<file path="src/rtl/wshb_arb_pkg.sv">
// Shared definitions for the SDRAM Wishbone arbiter.
//   arb_state_t  : arbiter FSM states (IDLE / BUSY)
//   MAX_MASTERS  : largest supported number of requesting masters
//   PTR_W        : width of a master index / round-robin pointer
//   rr_pick()    : rotating-priority pick, returns a one-hot of the first
//                  requester found at or after ptr (circular over n masters)
package wshb_arb_pkg;

  localparam int MAX_MASTERS = 4;
  localparam int PTR_W       = 2;

  typedef enum logic {
    IDLE = 1'b0,
    BUSY = 1'b1
  } arb_state_t;

  function automatic logic [MAX_MASTERS-1:0] rr_pick(
    input logic [MAX_MASTERS-1:0] req,
    input logic [PTR_W-1:0]       ptr,
    input int                     n
  );
    logic [MAX_MASTERS-1:0] onehot;
    logic                   found;
    logic [PTR_W-1:0]       idx;
    onehot = '0;
    found  = 1'b0;
    for (int k = 0; k < MAX_MASTERS; k++) begin
      if (k < n) begin
        idx = PTR_W'((int'(ptr) + k) % n);
        if (!found && req[idx]) begin
          onehot[idx] = 1'b1;
          found       = 1'b1;
        end
      end
    end
    return onehot;
  endfunction

endpackage

</file>
<file path="src/rtl/rr_picker.sv">
// Combinational rotating-priority encoder.
//   req_i   : request vector, one bit per master
//   ptr_i   : master index with highest priority this round
//   grant_o : one-hot winner (zero when nobody requests)
//   idx_o   : binary index of the winner
//   valid_o : at least one request present
module rr_picker
  import wshb_arb_pkg::*;
#(
  parameter int N = 2
) (
  input  logic [N-1:0]     req_i,
  input  logic [PTR_W-1:0] ptr_i,
  output logic [N-1:0]     grant_o,
  output logic [PTR_W-1:0] idx_o,
  output logic             valid_o
);

  logic [MAX_MASTERS-1:0] req_ext;
  logic [MAX_MASTERS-1:0] pick;

  always_comb begin
    req_ext        = '0;
    req_ext[N-1:0] = req_i;
  end

  assign pick    = rr_pick(req_ext, ptr_i, N);
  assign grant_o = pick[N-1:0];
  assign valid_o = |pick;

  always_comb begin
    idx_o = '0;
    for (int k = 0; k < N; k++) begin
      if (pick[k]) idx_o = PTR_W'(k);
    end
  end

endmodule

</file>
<file path="src/rtl/wshb_sdram_arbiter.sv">
// Round-robin arbiter sharing one SDRAM Wishbone slave port between
// NB_MASTERS Wishbone masters. The grant is registered and held for the
// whole bus cycle (until the owner drops cyc); request and response
// routing is combinational from the registered grant.
// Ports:
//   sys_clk, sys_rst_n : clock, asynchronous active-low reset
//   s_*_i / s_*_o      : per-master Wishbone slave side, index = master id
//                        (s_dat_o is the read data broadcast to all)
//   m_*_o / m_*_i      : Wishbone master side towards the SDRAM slave
//   grant_o            : one-hot current owner, zero when idle
module wshb_sdram_arbiter
  import wshb_arb_pkg::*;
#(
  parameter int NB_MASTERS = 2,
  parameter int DATA_BYTES = 4,
  parameter int ADR_W      = 32
) (
  input  logic                                     sys_clk,
  input  logic                                     sys_rst_n,
  // requesting masters
  input  logic [NB_MASTERS-1:0]                    s_cyc_i,
  input  logic [NB_MASTERS-1:0]                    s_stb_i,
  input  logic [NB_MASTERS-1:0]                    s_we_i,
  input  logic [NB_MASTERS-1:0][ADR_W-1:0]         s_adr_i,
  input  logic [NB_MASTERS-1:0][DATA_BYTES*8-1:0]  s_dat_i,
  input  logic [NB_MASTERS-1:0][DATA_BYTES-1:0]    s_sel_i,
  input  logic [NB_MASTERS-1:0][2:0]               s_cti_i,
  input  logic [NB_MASTERS-1:0][1:0]               s_bte_i,
  output logic [NB_MASTERS-1:0]                    s_ack_o,
  output logic [NB_MASTERS-1:0]                    s_err_o,
  output logic [NB_MASTERS-1:0]                    s_rty_o,
  output logic [DATA_BYTES*8-1:0]                  s_dat_o,
  // SDRAM slave side
  output logic                                     m_cyc_o,
  output logic                                     m_stb_o,
  output logic                                     m_we_o,
  output logic [ADR_W-1:0]                         m_adr_o,
  output logic [DATA_BYTES*8-1:0]                  m_dat_o,
  output logic [DATA_BYTES-1:0]                    m_sel_o,
  output logic [2:0]                               m_cti_o,
  output logic [1:0]                               m_bte_o,
  input  logic                                     m_ack_i,
  input  logic                                     m_err_i,
  input  logic                                     m_rty_i,
  input  logic [DATA_BYTES*8-1:0]                  m_dat_i,
  // debug
  output logic [NB_MASTERS-1:0]                    grant_o
);

  arb_state_t              state_q, state_d;
  logic [NB_MASTERS-1:0]   grant_q, grant_d;
  logic [PTR_W-1:0]        owner_q, owner_d;
  logic [PTR_W-1:0]        ptr_q, ptr_d;

  logic [NB_MASTERS-1:0]   pick_onehot;
  logic [PTR_W-1:0]        pick_idx;
  logic                    pick_valid;
  logic                    owner_cyc;

  rr_picker #(
    .N(NB_MASTERS)
  ) u_picker (
    .req_i  (s_cyc_i),
    .ptr_i  (ptr_q),
    .grant_o(pick_onehot),
    .idx_o  (pick_idx),
    .valid_o(pick_valid)
  );

  // grant_q is one-hot while BUSY, so this is the owner's cyc
  assign owner_cyc = |(grant_q & s_cyc_i);

  always_ff @(posedge sys_clk or negedge sys_rst_n) begin
    if (!sys_rst_n) begin
      state_q <= IDLE;
      grant_q <= '0;
      owner_q <= '0;
      ptr_q   <= '0;
    end else begin
      state_q <= state_d;
      grant_q <= grant_d;
      owner_q <= owner_d;
      ptr_q   <= ptr_d;
    end
  end

  always_comb begin
    state_d = state_q;
    grant_d = grant_q;
    owner_d = owner_q;
    ptr_d   = ptr_q;
    case (state_q)
      IDLE: begin
        if (pick_valid) begin
          state_d = BUSY;
          grant_d = pick_onehot;
          owner_d = pick_idx;
        end
      end
      BUSY: begin
        // Only the owner dropping cyc ends ownership; err/rty and other
        // requests have no effect. Pointer moves past the last owner.
        if (!owner_cyc) begin
          state_d = IDLE;
          grant_d = '0;
          ptr_d   = (owner_q == PTR_W'(NB_MASTERS - 1)) ? '0 : owner_q + 1'b1;
        end
      end
      default: begin
        state_d = IDLE;
        grant_d = '0;
      end
    endcase
  end

  // Request path: AND-OR mux from the registered grant; everything is
  // zero while idle or in reset. stb is qualified by cyc so a dropped
  // cycle never leaks a strobe.
  always_comb begin
    m_cyc_o = 1'b0;
    m_stb_o = 1'b0;
    m_we_o  = 1'b0;
    m_adr_o = '0;
    m_dat_o = '0;
    m_sel_o = '0;
    m_cti_o = '0;
    m_bte_o = '0;
    for (int i = 0; i < NB_MASTERS; i++) begin
      if (grant_q[i]) begin
        m_cyc_o = s_cyc_i[i];
        m_stb_o = s_cyc_i[i] & s_stb_i[i];
        m_we_o  = s_we_i[i];
        m_adr_o = s_adr_i[i];
        m_dat_o = s_dat_i[i];
        m_sel_o = s_sel_i[i];
        m_cti_o = s_cti_i[i];
        m_bte_o = s_bte_i[i];
      end
    end
  end

  // Response path: terminations reach the owner only.
  for (genvar gi = 0; gi < NB_MASTERS; gi++) begin : g_resp
    assign s_ack_o[gi] = grant_q[gi] & m_ack_i;
    assign s_err_o[gi] = grant_q[gi] & m_err_i;
    assign s_rty_o[gi] = grant_q[gi] & m_rty_i;
  end

  assign s_dat_o = m_dat_i;
  assign grant_o = grant_q;

endmodule

</file>
<file path="config.mk">
export PLATFORM = sky130hd
export DESIGN_NAME = wshb_sdram_arbiter
export DESIGN_NICKNAME = d
export VERILOG_FILES = /design/src/rtl/wshb_arb_pkg.sv /design/src/rtl/rr_picker.sv /design/src/rtl/wshb_sdram_arbiter.sv
export SDC_FILE = /design/constraint.sdc
export NUM_CORES = 1
export LEC_CHECK = 0
export CORE_AREA = 2 2 120 122
export CTS_CLUSTER_DIAMETER = 50
export DETAILED_ROUTE_END_ITERATION = 6
export DIE_AREA = 0 0 122 124
export SYNTH_ARGS = -nofsm -noshare
export SYNTH_HDL_FRONTEND = slang
export SYNTH_SLANG_ARGS = --single-unit
</file>
<file path="constraint.sdc">
create_clock -name sys_clk -period 3 [get_ports sys_clk]
set_input_delay 0.75 -clock sys_clk [delete_from_list [all_inputs] [get_ports sys_clk]]
set_output_delay 0.75 -clock sys_clk [all_outputs]
set_load 0.02 [all_outputs]
</file>
## Word-level counts from Yosys, hierarchy flattened

Cells that the tools add are included.

- Memories kept: 0
- Register bits: 5
- Logic and storage cells: 70
- Memory bits (read-only): 0
- Latch bits: 0
- RAM bits: 0
- Input port bits: 189

- Muxes and demuxes: 35
- Multipliers: 0
- Div/mod/pow operators: 0
- Bitwise logic cells: 13
- Magnitude comparators: 4
- Reductions and logical operators: 9
- Add/sub/neg operators: 2
- Shift operators: 0
- Eq/ne operators: 3

Operators by type and width:

| cell | number |
|---|---|
| $mux W32 | 4 |
| $mux W1 | 16 |
| $mux W4 | 3 |
| $mux W2 | 5 |
| $and A1 B1 Y1 | 8 |
| $mux W3 | 2 |
| $reduce_and A2 Y1 | 3 |
| $ne A2 B2 Y1 const B | 2 |
| $or A4 B4 Y4 | 1 |
| $pmux W2 S2 | 1 |
| $reduce_or A4 Y1 | 1 |
| $logic_and A1 B1 Y1 | 3 |
| $lt A1 B3 Y1 const B | 1 |
| $lt A2 B3 Y1 const B | 1 |
| $add A1 B1 Y1 const B | 2 |
| $and A2 B2 Y2 | 1 |
| $bmux W1 S2 | 1 |
| $demux W1 S2 | 1 |
| $ge A2 B1 Y1 const B | 1 |
| $not A1 Y1 | 2 |
| $pmux W1 S2 | 1 |
| $reduce_or A2 Y1 | 1 |
| $and A1 B1 Y1 const A | 1 |
| $demux W1 S1 | 1 |
| 3 further kinds | 3 |

## Longest topological paths before layout

- Depth in word-level cells: 11
- Gate-level depth with buffers: 4

## By module

Synthesis repeated with hierarchy kept, for this count alone.

- Cells, all modules: 165
- Area, all modules: 1580.3 µm²

Modules (own cells, without submodules):

| module | seq. area each (µm²) | area an instance (µm²) | instances | cells each |
|---|---|---|---|---|
| wshb_sdram_arbiter | 175.2 | 1536.5 | 1 | 158 |
| rr_picker | 0.0 | 43.8 | 1 | 7 |

## Worst setup path after synthesis

No wires, ideal clock.

- Kind: input-to-output
- Start: input s_cyc_i[0]
- End: output m_cyc_o
- Stages on the path: 2
- Setup slack: 0.915 ns
- Arrival time: 1.335 ns
- Required time: 2.250 ns
- Buffers on the path: 0
- Cell sequence: nand2_1 -> o21ai_0

- Cells in the longest elaborated chain, start to end: 2

RTL lines:

| element | RTL line | source |
|---|---|---|
| from (decl) | wshb_sdram_arbiter.sv:21 | `input logic [NB_MASTERS-1:0] s_cyc_i,` |
| $mux W1 (2 in series) | wshb_sdram_arbiter.sv:129 | `if (grant_q[i]) begin` |
| to (decl) | wshb_sdram_arbiter.sv:34 | `output logic m_cyc_o,` |

Every way passes these cells.

## Worst setup path in the final report

Same ends and word-level chain as after synthesis.

==> flow_summary.json <==
{
  "crit_fanout": 3,
  "cts_buffers": 3,
  "final_common_cell": "clkdlybuf4s50_1",
  "skew_ns": 0.001619,
  "die_h_um": 124,
  "post_cts_buffers": 0,
  "syn_area_um2": 1476,
  "rows": 43,
  "viasPerCell": 3.859,
  "grt_max_degree": 52,
  "place_ws_ns": 0.08840,
  "status": "complete, no violations",
  "routedWlPerCell_um": 14.79,
  "cts_max_path_buffers": 2,
  "p_per_area_nw_per_um2": 806.2,
  "num-nets-final": 549,
  "postLayoutSetupSlackWorst_ns": 0.09471,
  "final_max_slew_viol_count": 0,
  "cts_root_buf": "clkbuf_16",
  "rsz0062_at_grt": "no",
  "cts_tree": "built",
  "p_int_mw": 1.714,
  "clkPwrFrac_pct": 7.1,
  "tns_ns": 0,
  "synth_top_area_share_pct": 43.39,
  "p_comb_share_pct": 88.1,
  "min_path_type": "register to register",
  "diodes": 0,
  "first_pass_iters": 4,
  "final.period_utilization_pct": 96.84,
  "grt-ovfl-total": 0,
  "p_leak_nw": 1.435,
  "area_delta_synth_final_pct": 158.6,
  "path_clk_slew_ns": 0.03,
  "synthTopCellsByArea": "a22o_2 (43%), buf_4 (16%), buf_12 (11%)",
  "layout.filler_cells": 1453,
  "p_sw_mw": 1.364,
  "ctsHoldBuffers": 0,
  "clock_latency_ns": 0.23,
  "synthCells": 157,
  "die_area_um2": 15130,
  "layout_min_cycle_time_ns": 2.905,
  "fin_cells": 539,
  "grt_pass1_wl_um": 10630,
  "worst_slew_pin_slew_ns": 0.3276,
  "worstPathRequired_ns": 2.25,
  "most-common-layout-cells": "clkdlybuf4s50_1 (240), a22o_2 (64), a22o_1 (9)",
  "peakVddDrop_v": 0.0003651,
  "ios": 305,
  "swShare_pct": 44.31,
  "wl_um": 7973,
  "synth.distinct_cells": 22,
  "cts_resized": 0,
  "drive_gt1_share_pct": 22.56,
  "ys_ff_latch": 5,
  "drc": 0,
  "seqPwrFrac_pct": 4.8,
  "antenna_found_initial": 0,
  "power.total_mw": 3.078,
  "hold_viol": 0,
  "ys_warn_count": 0,
  "avgSynthCellArea_um2": 9.404,
  "synth_fp_nets": 346,
  "arrival_ns": 2.16,
  "grt_pass1_vias": 2061,
  "io_buffers": 240,
  "setup_violations": 0,
  "relSlewSlack_pct": 78.16,
  "fp.dieW_um": 122,
  "cap_viol_max_count": 0,
  "htreeDepth": 1,
  "dp.cells": 535,
  "gp_congestion": 0.6776,
  "yosysTopAreaCell": "a22o_2",
  "fmax_mhz": 344.2,
  "track_usage_pct": 8.847,
  "cp-start-kind": "primary input",
  "clock_sinks": 5,
  "core_area_um2": 13720,
  "antenna_left": 0,
  "drt_iter0_drc": 54,
  "place_hpwl_um": 6714,
  "dr_total_vias": 2080,
  "path_class": "primary input to output port",
  "seq_area_frac_synth_pct": 8.475,
  "start_util_pct": 10.76,
  "cp-end-kind": "output port"
}
[flip-flops by register name, summed over array words and instances (netlist names)]
name	cells
grant_o	2
owner_q	1
ptr_q	1
state_q	1
[worst max-delay path, stage by stage]
cell,delay [ns]
clkdlybuf4s50_1,0.51
nand2_1,0.08
o21ai_0,0.18
clkdlybuf4s50_1,0.63
[final cells by class]
| cell class | instances | area [um^2] | share of cell area [%] |
|---|---|---|---|
| Inverter | 1 | 3.754 | 0.09833 |
| Timing Repair Buffer | 247 | 2480 | 64.96 |
| Tap cell | 180 | 225.2 | 5.900 |
| Multi-Input combinational cell | 102 | 903.4 | 23.66 |
| Sequential cell | 5 | 126.4 | 3.310 |
| Clock buffer | 4 | 78.83 | 2.065 |
[power by group through the flow]
stage                     logic, mW  clock network (mW)  registers, mW
after floorplan                1.70                   0          0.148
after detailed placement       2.73                   0          0.147
after global placement         2.71                   0          0.146
after CTS                      2.74               0.222          0.148
after global routing           2.86               0.228          0.156
final                          2.71               0.220          0.146
[cell families (layout without fill, tap and decap cells)]
family	after synthesis	in the layout	synth area share [%]
compound gates	82	82	52.63
buf+inv	50	252	30.34
flops	5	5	8.475
mux	1	1	0.6780
simple gates	19	19	7.880
[cell usage after synthesis]
master,number
nor2b_4,1
buf_4,32
nand2b_1,2
dfrtp_1,5
o211ai_1,1
clkbuf_1,1
and2_1,3
nand2_1,4
buf_12,8
a22o_2,64
mux2i_1,1
nand3_1,3
a22o_1,9
o21ai_0,3
nand3b_1,2
inv_1,1
a21o_1,1
nor2_1,1
and2_2,3
a21oi_1,2
a31o_2,2
buf_2,8
[path summary, 6_finish.rpt]
| kind | from | slack [ns] | to | cells after the start |
|---|---|---|---|---|
| setup / recovery | s_cyc_i[0] | 0.09 | m_cyc_o | 4 |
| hold / removal | owner_q[0]$_DFFE_PN0P_ | 0.46 | ptr_q[0]$_DFFE_PN0P_ | 1 |
| setup reg to reg | grant_o[1]$_DFFE_PN0P_ | 1.67 | ptr_q[0]$_DFFE_PN0P_ | 4 |
| hold reg to reg | owner_q[0]$_DFFE_PN0P_ | 0.46 | ptr_q[0]$_DFFE_PN0P_ | 1 |
| max in group asynchronous | sys_rst_n | 2.04 | grant_o[1]$_DFFE_PN0P_ | 1 |
| min in group asynchronous | sys_rst_n | 0.75 | ptr_q[0]$_DFFE_PN0P_ | 1 |
[stage by stage]
| stage | hold WS [ns] | utilization, % | cell area, um^2 |
|---|---|---|---|
| finish | 0.4614 | 27.82 | 3817 |
| global route | 0.5041 | 27.82 | 3817 |
| CTS | 0.4702 | 27.82 | 3817 |
| detailed placement | 0.4555 | 27.25 | 3739 |
| global placement | 0.4381 | 27.25 | 3739 |
| floorplan | 0.4238 | - | 1476 |
[metal layers]
layer / vias up / part of all wire [%] / track usage, %
li1: 990 / - / -
met1: 917 / 35 / 8.936
met2: 168 / 51 / 17.60
met3: 5 / 13 / 3.251
met4: 0 / 0.48 / 1.221
met5: - / 0 / 0
Power figures use the tool's default switching activity.
